===== config.mk =====
export PLATFORM = sky130hd
export DESIGN_NAME = codec_fir_bridge
export DESIGN_NICKNAME = d
export VERILOG_FILES = /design/src/rtl/codec_bridge_pkg.sv /design/src/rtl/sync_fifo.sv /design/src/rtl/codec_fir_bridge.sv
export SDC_FILE = /design/constraint.sdc
export NUM_CORES = 1
export LEC_CHECK = 0
export BUFFER_PORTS_ARGS = -buffer_cell sky130_fd_sc_hd__buf_4
export CORE_MARGIN = 4
export CORE_UTILIZATION = 40
export CTS_CLUSTER_DIAMETER = 120
export DETAILED_ROUTE_END_ITERATION = 8
export HOLD_SLACK_MARGIN = 0.15
export SLEW_MARGIN = 20
export SYNTH_ARGS = -nofsm -noshare
export SYNTH_HDL_FRONTEND = slang
export SYNTH_HIERARCHICAL = 1
export SYNTH_SLANG_ARGS = --single-unit

===== constraint.sdc =====
create_clock -name ck -period 8.3 [get_ports ck]
set_input_delay 0 -clock ck [delete_from_list [all_inputs] [get_ports ck]]
set_output_delay 0 -clock ck [all_outputs]
set_load 0.1 [all_outputs]

===== src/rtl/codec_bridge_pkg.sv =====
// rtl/codec_bridge_pkg.sv - shared types and defaults for the codec/FIR bridge
//   DEF_DW / DEF_FW / DEF_DEPTH : default codec width, filter width, FIFO depth
//   pair_t                      : stereo sample pair {l, r}
//   in_state_t / out_state_t    : input and output FSM encodings
package codec_bridge_pkg;

  localparam int DEF_DW    = 24;
  localparam int DEF_FW    = 16;
  localparam int DEF_DEPTH = 4;

  typedef struct packed {
    logic [DEF_DW-1:0] l;
    logic [DEF_DW-1:0] r;
  } pair_t;

  typedef enum logic [1:0] {
    IN_IDLE = 2'd0,
    IN_POP  = 2'd1,
    IN_HOLD = 2'd2
  } in_state_t;

  typedef enum logic {
    OUT_IDLE = 1'b0,
    OUT_WR   = 1'b1
  } out_state_t;

endpackage


===== src/rtl/sync_fifo.sv =====
// rtl/sync_fifo.sv - single-clock FIFO with wrap-bit pointers
//   ck, rst_n   : clock, asynchronous active-low reset
//   push, din   : write strobe and data (accepted when not full, or full with a pop)
//   pop         : read strobe (ignored when empty)
//   head        : oldest entry (undefined content when empty)
//   count       : occupancy 0..DEPTH
//   full, empty : occupancy flags
module sync_fifo #(
  parameter int W     = 8,
  parameter int DEPTH = 4,
  localparam int AW   = $clog2(DEPTH)
) (
  input  logic         ck,
  input  logic         rst_n,
  input  logic         push,
  input  logic [W-1:0] din,
  input  logic         pop,
  output logic [W-1:0] head,
  output logic [AW:0]  count,
  output logic         full,
  output logic         empty
);

  logic [W-1:0] mem [DEPTH];
  logic [AW:0]  wr_ptr;
  logic [AW:0]  rd_ptr;
  logic         do_push;
  logic         do_pop;

  assign do_pop  = pop && !empty;
  // A full FIFO can still take a push when the head leaves in the same cycle.
  assign do_push = push && (!full || do_pop);

  always_ff @(posedge ck or negedge rst_n) begin
    if (!rst_n) begin
      wr_ptr <= '0;
      rd_ptr <= '0;
    end else begin
      if (do_push) wr_ptr <= wr_ptr + 1'b1;
      if (do_pop)  rd_ptr <= rd_ptr + 1'b1;
    end
  end

  always_ff @(posedge ck) begin
    if (do_push) mem[wr_ptr[AW-1:0]] <= din;
  end

  // Pointers carry one extra wrap bit, so the plain difference is the occupancy.
  assign count = wr_ptr - rd_ptr;
  assign full  = (count == (AW+1)'(DEPTH));
  assign empty = (count == '0);
  assign head  = mem[rd_ptr[AW-1:0]];

endmodule


===== src/rtl/codec_fir_bridge.sv =====
// rtl/codec_fir_bridge.sv - pairs codec ADC samples with right-channel FIR results
//   ck, rst_n                          : clock, asynchronous active-low reset
//   read_ready, readdata_left/right    : codec ADC pair, level valid
//   read                               : one-cycle pop strobe to the codec
//   write_ready                        : codec can take a DAC pair
//   write, writedata_left/right        : one-cycle DAC push strobe and pair
//   fir_in, fir_in_valid               : truncated right sample to the filter
//   fir_out, fir_out_valid             : filter result strobe
//   orphan_err                         : sticky, result arrived with no left sample waiting
module codec_fir_bridge
  import codec_bridge_pkg::*;
#(
  parameter int DEPTH = DEF_DEPTH,
  parameter int DW    = DEF_DW,
  parameter int FW    = DEF_FW
) (
  input  logic          ck,
  input  logic          rst_n,
  input  logic          read_ready,
  input  logic [DW-1:0] readdata_left,
  input  logic [DW-1:0] readdata_right,
  output logic          read,
  input  logic          write_ready,
  output logic          write,
  output logic [DW-1:0] writedata_left,
  output logic [DW-1:0] writedata_right,
  output logic [FW-1:0] fir_in,
  output logic          fir_in_valid,
  input  logic [FW-1:0] fir_out,
  input  logic          fir_out_valid,
  output logic          orphan_err
);

  localparam int AW = $clog2(DEPTH);

  in_state_t       in_st, in_nxt;
  out_state_t      out_st, out_nxt;

  logic [DW-1:0]   left_head;
  logic [AW:0]     left_count;
  logic            left_full, left_empty, left_pop;

  logic [2*DW-1:0] out_din, out_head;
  logic [AW:0]     out_count;
  logic            out_full, out_empty, out_pop;

  logic [AW+1:0]   inflight;
  logic            admit;
  logic            unused_rd_lsbs;

  // Samples held anywhere between the codec read and the DAC write; capping
  // this at DEPTH keeps both FIFOs from ever overflowing.
  assign inflight = {1'b0, left_count} + {1'b0, out_count};
  assign admit    = (inflight < (AW+2)'(DEPTH));

  assign left_pop = fir_out_valid && !left_empty;
  assign out_din  = {left_head, fir_out, {(DW-FW){1'b0}}};
  assign out_pop  = (out_st == OUT_WR);

  sync_fifo #(.W(DW), .DEPTH(DEPTH)) u_left_fifo (
    .ck    (ck),
    .rst_n (rst_n),
    .push  (in_st == IN_POP),
    .din   (readdata_left),
    .pop   (left_pop),
    .head  (left_head),
    .count (left_count),
    .full  (left_full),
    .empty (left_empty)
  );

  sync_fifo #(.W(2*DW), .DEPTH(DEPTH)) u_out_fifo (
    .ck    (ck),
    .rst_n (rst_n),
    .push  (left_pop),
    .din   (out_din),
    .pop   (out_pop),
    .head  (out_head),
    .count (out_count),
    .full  (out_full),
    .empty (out_empty)
  );

  always_ff @(posedge ck or negedge rst_n) begin
    if (!rst_n) begin
      in_st      <= IN_IDLE;
      out_st     <= OUT_IDLE;
      fir_in     <= '0;
      orphan_err <= 1'b0;
    end else begin
      in_st  <= in_nxt;
      out_st <= out_nxt;
      if (in_st == IN_POP) fir_in <= readdata_right[DW-1:DW-FW];
      if (fir_out_valid && left_empty) orphan_err <= 1'b1;
    end
  end

  // HOLD exists so the codec has a cycle to present its next pair before
  // read_ready is looked at again.
  always_comb begin
    in_nxt       = in_st;
    read         = 1'b0;
    fir_in_valid = 1'b0;
    case (in_st)
      IN_IDLE: if (read_ready && admit) in_nxt = IN_POP;
      IN_POP: begin
        read   = 1'b1;
        in_nxt = IN_HOLD;
      end
      IN_HOLD: begin
        fir_in_valid = 1'b1;
        in_nxt       = IN_IDLE;
      end
      default: in_nxt = IN_IDLE;
    endcase
  end

  always_comb begin
    out_nxt = out_st;
    write   = 1'b0;
    case (out_st)
      OUT_IDLE: if (write_ready && !out_empty) out_nxt = OUT_WR;
      OUT_WR: begin
        write   = 1'b1;
        out_nxt = OUT_IDLE;
      end
      default: out_nxt = OUT_IDLE;
    endcase
  end

  assign writedata_left  = out_empty ? '0 : out_head[2*DW-1:DW];
  assign writedata_right = out_empty ? '0 : out_head[DW-1:0];

  assign unused_rd_lsbs = ^readdata_right[DW-FW-1:0];

  a_out_no_overflow: assert property (@(posedge ck) disable iff (!rst_n)
    !(left_pop && out_full && !out_pop));
  a_left_no_overflow: assert property (@(posedge ck) disable iff (!rst_n)
    !((in_st == IN_POP) && left_full && !left_pop));

endmodule


; Word level (Yosys, flattened, before mapping)
; Memory sizes are Yosys's and may differ from the RTL's.
; Cells that the tools add are included.
[totals]
output_inout_bits = 68
mem_count = 2
input_bits = 69
ff_bits = 32
ram_bits = 256
elab_cells = 54
[classes]
bitwise = 1
eq_ne = 5
n_mux = 13
order_cmp = 1
reduce_logical = 17
addsub = 7
[memory_table]
columns = name, depth, word_bits, read_ports, rd_clocked_by_memory_dff, wr, line
row1 = u_out_fifo.mem, 4, 40, 1, 0, 1, sync_fifo.sv:24  ; logic [W-1:0] mem [DEPTH];
row2 = u_left_fifo.mem, 4, 24, 1, 0, 1, sync_fifo.sv:24
[ops]
columns = op, n
row1 = $mux 24, 2
row2 = $add 3x1->3 const B, 4
row3 = $logic_and 1x1->1, 8
row4 = $mux 1, 8
row5 = $eq 3x3->1 const B, 2
row6 = $logic_not 3->1, 2
row7 = $sub 3x3->3, 2
row8 = $add 3x3->4, 1
row9 = $logic_not 1->1, 4
row10 = $lt 4x3->1 const B, 1
row11 = $pmux 2 s2, 1
row12 = $eq 2x1->1 const B, 1
row13 = $eq 2x2->1 const B, 1
row14 = $logic_not 2->1, 1
row15 = $logic_or 1x1->1, 2
row16 = $mux 2, 1
row17 = $ne 2x2->1 const B, 1
row18 = $pmux 1 s2, 1
row19 = $not 1->1, 1

; Longest topological paths before layout
[logic_depth]
word_depth = 9
ltp_mapped = 9
mapped_depth_nobuf = 9

; By module
; The synthesis kept the hierarchy.
[modules_own_cells]
columns = module, area_each_um2, n_inst, seq_area_each_um2, cells_per_inst
row1 = sync_fifo at u_out_fifo, 7309.5, 1, 5915.7, 286
row2 = sync_fifo at u_left_fifo, 3917.5, 1, 3032.9, 170
row3 = codec_fir_bridge, 1176.1, 1, 500.5, 103

; Worst setup path after synthesis
; No wires, ideal clock.
[synth_path]
path_kind = register to register
start = register u_left_fifo.wr_ptr[0]
end = memory u_out_fifo/mem[0][0] in the netlist's numbering, enable pin
n_path_buf = 0
setup_time_ns = 0.410
t_arrival_ns = 3.326
period_less_slack_ns = 3.737
slack_ns = 4.563
path_stages_with_launch = 9
path_cell_list = dfrtp_1 inv_1 ha_1 fa_1 xor3_2 nor2_1 nor2b_1 o31a_1 and2_1
[synth_between]
elab_chain_cells = 7
[synth_lines]
columns = element, line
row1 = start: declaration, sync_fifo.sv:25  ; logic [AW:0] wr_ptr;
row2 = start signal: assignment, sync_fifo.sv:39  ; if (do_push) wr_ptr <= wr_ptr + 1'b1;
row3 = $sub 3x3->3, sync_fifo.sv:49  ; assign count = wr_ptr - rd_ptr;
row4 = named net left_count[2], codec_fir_bridge.sv:40  ; logic [AW:0] left_count;
row5 = $logic_not 3->1, sync_fifo.sv:51  ; assign empty = (count == '0);
row6 = named net left_empty, codec_fir_bridge.sv:41  ; logic left_full, left_empty, left_pop;
row7 = $logic_not 1->1, codec_fir_bridge.sv:56  ; assign left_pop = fir_out_valid && !left_empty;
row8 = $logic_and 1x1->1, codec_fir_bridge.sv:56
row9 = named net left_pop, codec_fir_bridge.sv:41
row10 = $logic_and 1x1->1, sync_fifo.sv:32  ; assign do_push = push && (!full || do_pop);
row11 = $mux 1, sync_fifo.sv:45  ; if (do_push) mem[wr_ptr[AW-1:0]] <= din;
row12 = $mux 1 (implied by the code), sync_fifo.sv:45
row13 = end: declaration, sync_fifo.sv:24
; The timed path passes the listed nets, and every way through them passes these cells.

; Worst setup path after layout
[layout_path]
start = register u_left_fifo.rd_ptr[0]
end = memory u_out_fifo/mem[0][13] in the netlist's numbering, enable pin
[layout_between]
elab_chain_cells = 7
[layout_lines]
columns = element, line
row1 = start: declaration, sync_fifo.sv:26  ; logic [AW:0] rd_ptr;
row2 = start signal: assignment, sync_fifo.sv:40  ; if (do_pop) rd_ptr <= rd_ptr + 1'b1;
row3 = $sub 3x3->3, sync_fifo.sv:49
row4 = named net left_count[2], codec_fir_bridge.sv:40
row5 = $logic_not 3->1, sync_fifo.sv:51
row6 = named net left_empty, codec_fir_bridge.sv:41
row7 = $logic_not 1->1, codec_fir_bridge.sv:56
row8 = $logic_and 1x1->1, codec_fir_bridge.sv:56
row9 = named net left_pop, codec_fir_bridge.sv:41
row10 = $logic_and 1x1->1, sync_fifo.sv:32
row11 = $mux 1, sync_fifo.sv:45
row12 = $mux 1 (implied by the code), sync_fifo.sv:45
; The timed path passes the listed nets, and every way through them passes these cells.

==> results.md <==
Outcome:
- The flow ran to the end, and the final reports show no timing, DRC or antenna violations.

Global route:
- The number of antenna violations at the first check in global routing is 0.
- Global routing used a little over an eighth of the available tracks.
- The largest net degree at the start of global routing is 52.
- In the global route stage, met2 resource usage came out at 24.00%.
- In the global route stage, met1 resource usage came out at around 17%.
- Global routing finished with a remaining overflow of 0.
- The number of global-route vias before repair is between 6000 and 7000.
- The routing usage on met3 is 2.770%.
- The first global-routing pass estimated between 30000 and 40000 um of wire.
- met2 is the most crowded layer.

Clocking:
- The number of setup buffers added after CTS is 0.
- TritonCTS built the clock tree.
- Gates resized during post-CTS repair numbered 0.
- In this run the clock root is driven by a sky130_fd_sc_hd__clkbuf_16.
- Counting along the longest clock path gives a buffer depth of 3.
- In this run the number of H-tree levels came out at 2.
- After clock tree synthesis, the clock-pin slew on the worst setup and hold paths is roughly 60 ps.
- The count of hold-fix buffers inserted at cts is 62.
- Counting the buffers created by CTS gives 34.
- The total number of clock tree sinks is 320.
- At the later pin of the worst-skew pair, clock insertion delay measures 510 ps.

STA:
- Between clock sinks in the finished design, the worst skew comes to about 17 ps.
- The tightest hold path in the finished design has a slack of 229.7 ps.
- The count of pins over their slew limit came to 0.
- For the finished layout, the period the worst path requires is 4284 ps.
- The post-route clock period utilization is roughly 52%.
- The final setup TNS is 0 ps.
- The number of setup violations in the final report is 0.
- The worst pin sits at a relative slew slack of about two fifths.
- Static timing analysis puts the maximum clock frequency at approximately 230 MHz.
- The count of final hold-check violations is 0.
- Setup repair after global routing left no endpoint under its margin.
- The slew of the pin with the lowest slew margin is approximately 870 ps.

Critical path:
- Tracing the worst setup path back leads to its startpoint at u_left_fifo/rd_ptr[0].
- Data on the critical path is required at its endpoint by ~8500 ps.
- The type of destination of the critical path is a flip-flop.
- STA classifies the critical path startpoint as a flip-flop.
- The data arrival time of the worst path is 4440 ps.
- The register-to-register setup slack is approximately 4000 ps.
- The reg-to-reg startpoint is u_left_fifo/rd_ptr[0].
- In this design, the stage delay of the slowest critical-path cell is approximately 700 ps.
- The capture point of the worst reg-to-reg path is u_out_fifo/mem[0][13].
- The critical path ends at u_out_fifo/mem[0][13].
- The number of cells on the worst reg-to-reg path is 8.
- The maximum fanout encountered on the critical timing path is 27.
- Walking the worst path, the cells encountered are ha_1 -> fa_1 -> xor3_2 -> nor2_1 -> nor2b_1 -> o31a_1 -> and2_2 -> buf_4.
- The slowest stage cell on the critical path is sky130_fd_sc_hd__dfrtp_2.
- The worst setup path is of the flip-flop to flip-flop kind.

Detailed routing:
- The residual antenna-violating net count after detailed routing is 0.
- Across all layers, the routed design uses roughly 5800 vias.
- The routed length per instance is roughly 19 um.
- The first routing iteration left 330 violations.
- The number of search-and-repair iterations in the first detailed-routing pass is 4.
- The via density per instance is approximately 4.8.
- The residual DRC count is 0.
- Wires add up to ~23000 um.

Finish:
- Once layout is done, the placed cells without fillers occupy between 15000 and 20000 um^2.
- For this run, the number of standard cells in the final layout without fillers is about 1200.
- Counting the fill cells in the layout gives around 2500.
- The number of antenna diodes is 0.
- The final layout contains 886 nets.
- Of the cells placed in the final design, the portion with a size suffix greater than 1 is 35.35%.
- The area growth from synthesis to layout is 26.39%.

Floorplan:
- Measured along the y axis, the die boundary spans 184.0 um.
- The region available for standard cell placement spans around 30000 um^2.
- The effective utilization at floorplan is around two fifths.
- The count of standard-cell rows is 64.
- The die outline width is 184.0 um.
- The die area is around 34000 um^2.
- For this design the top-level I/O count stands at about 140.

Yosys:
- The cell area that synthesis handed to floorplanning was about 12000 um^2.
- Each instance of the synthesized netlist takes up on average 22.25 um^2.
- Counting every instance in the synthesized netlist gives ~560.
- During synthesis, Yosys emitted a total of 6 warnings.

Place:
- During placement, the flow inserted port buffers numbering around 130.
- After legalization and detailed placement, the total HPWL measured between 10000 and 15000 um.
- The number of placed instances with taps included is 1099.
- The post-place instance area is 13940 um^2.
- At the end of routability-driven placement, the weighted congestion stood at between 0.7 and 0.8.

Job:
- The tool flagged a number of max-cap violations equal to 0.

Min path:
- The path class of the tightest hold or removal check is primary input to flip-flop.
-- cells in the final DEF, fill, tap and decap left out, types with 5 or more instances in the layout --
master,count
sky130_fd_sc_hd__mux4_2,72
sky130_fd_sc_hd__dfrtp_1,28
sky130_fd_sc_hd__edfxtp_1,288
sky130_fd_sc_hd__buf_4,138
sky130_fd_sc_hd__ha_1,14
sky130_fd_sc_hd__clkbuf_1,8
sky130_fd_sc_hd__clkinv_1,6
sky130_fd_sc_hd__conb_1,32
sky130_fd_sc_hd__dlygate4sd3_1,61
sky130_fd_sc_hd__clkinv_2,5
sky130_fd_sc_hd__inv_1,11
sky130_fd_sc_hd__mux2_2,9
sky130_fd_sc_hd__xnor2_1,6
sky130_fd_sc_hd__nor2b_1,41
sky130_fd_sc_hd__and2b_1,10
sky130_fd_sc_hd__clkbuf_16,34
sky130_fd_sc_hd__mux2_4,11
sky130_fd_sc_hd__nand2_1,5
-- worst min path at each step --
stage	endpoint	cells after the start	from	slack (ps)
2_1_floorplan	fir_in[0]	0	rst_n	-300
3_3_place_gp	fir_in[7]	1	rst_n	-50
3_5_place_dp	fir_in[7]	1	rst_n	-30
4_1_cts	u_left_fifo/mem[2][19]	2	readdata_left[19]	200
5_1_grt	u_left_fifo/mem[1][19]	2	readdata_left[19]	220
6_report	u_left_fifo/mem[2][19]	2	readdata_left[19]	230
-- flip-flops by register name, indices dropped and copies added (netlist names) --
| name | count |
|---|---|
| u_out_fifo/mem | 192 |
| u_left_fifo/mem | 96 |
| fir_in | 16 |
| u_left_fifo/rd_ptr | 3 |
| u_left_fifo/wr_ptr | 3 |
| u_out_fifo/rd_ptr | 3 |
| u_out_fifo/wr_ptr | 3 |
| in_st | 2 |
| orphan_err | 1 |
| out_pop | 1 |
-- per-stage QoR --
step / setup slack (ps) / utilization, %
2_1_floorplan: 4573 / -
3_3_place_gp: 4053 / 45.56
3_5_place_dp: 3929 / 45.56
4_1_cts: 3909 / 51.19
5_1_grt: 3662 / 51.20
6_report: 4016 / 51.20
-- layer usage --
metal | wire length (um) | vias up | part of all wire [%]
met5 | 0 | - | 0
met4 | 560 | 0 | 2.5
met3 | 1038 | 40 | 4.6
met2 | 11590 | 125 | 51
met1 | 9441 | 2981 | 42
li1 | - | 2703 | -
-- critical path: cells and delay by family, from the launching register on --
family / cells / cell delay [ps]
adder cells (fa/ha/maj): 2 / 790
XOR/XNOR: 1 / 500
buffers and inverters: 1 / 490
AO/OA/AOI/OAI: 1 / 350
AND/OR/NAND/NOR: 3 / 1080
flip-flops: 1 / 700
-- area by class of cell --
cell class / count / area, um^2 / share of cell area [%]
Tap cell: 396 / 495.5 / 3.163
Clock inverter: 19 / 209.0 / 1.334
Clock buffer: 42 / 880.8 / 5.624
Sequential cell: 320 / 9457 / 60.38
Timing Repair Buffer: 201 / 1678 / 10.71
Multi-Input combinational cell: 233 / 2902 / 18.53
Inverter: 11 / 41.29 / 0.2636
Power is not shown: default switching activity piles up to over one toggle a cycle in this logic, so the estimate is an artifact.
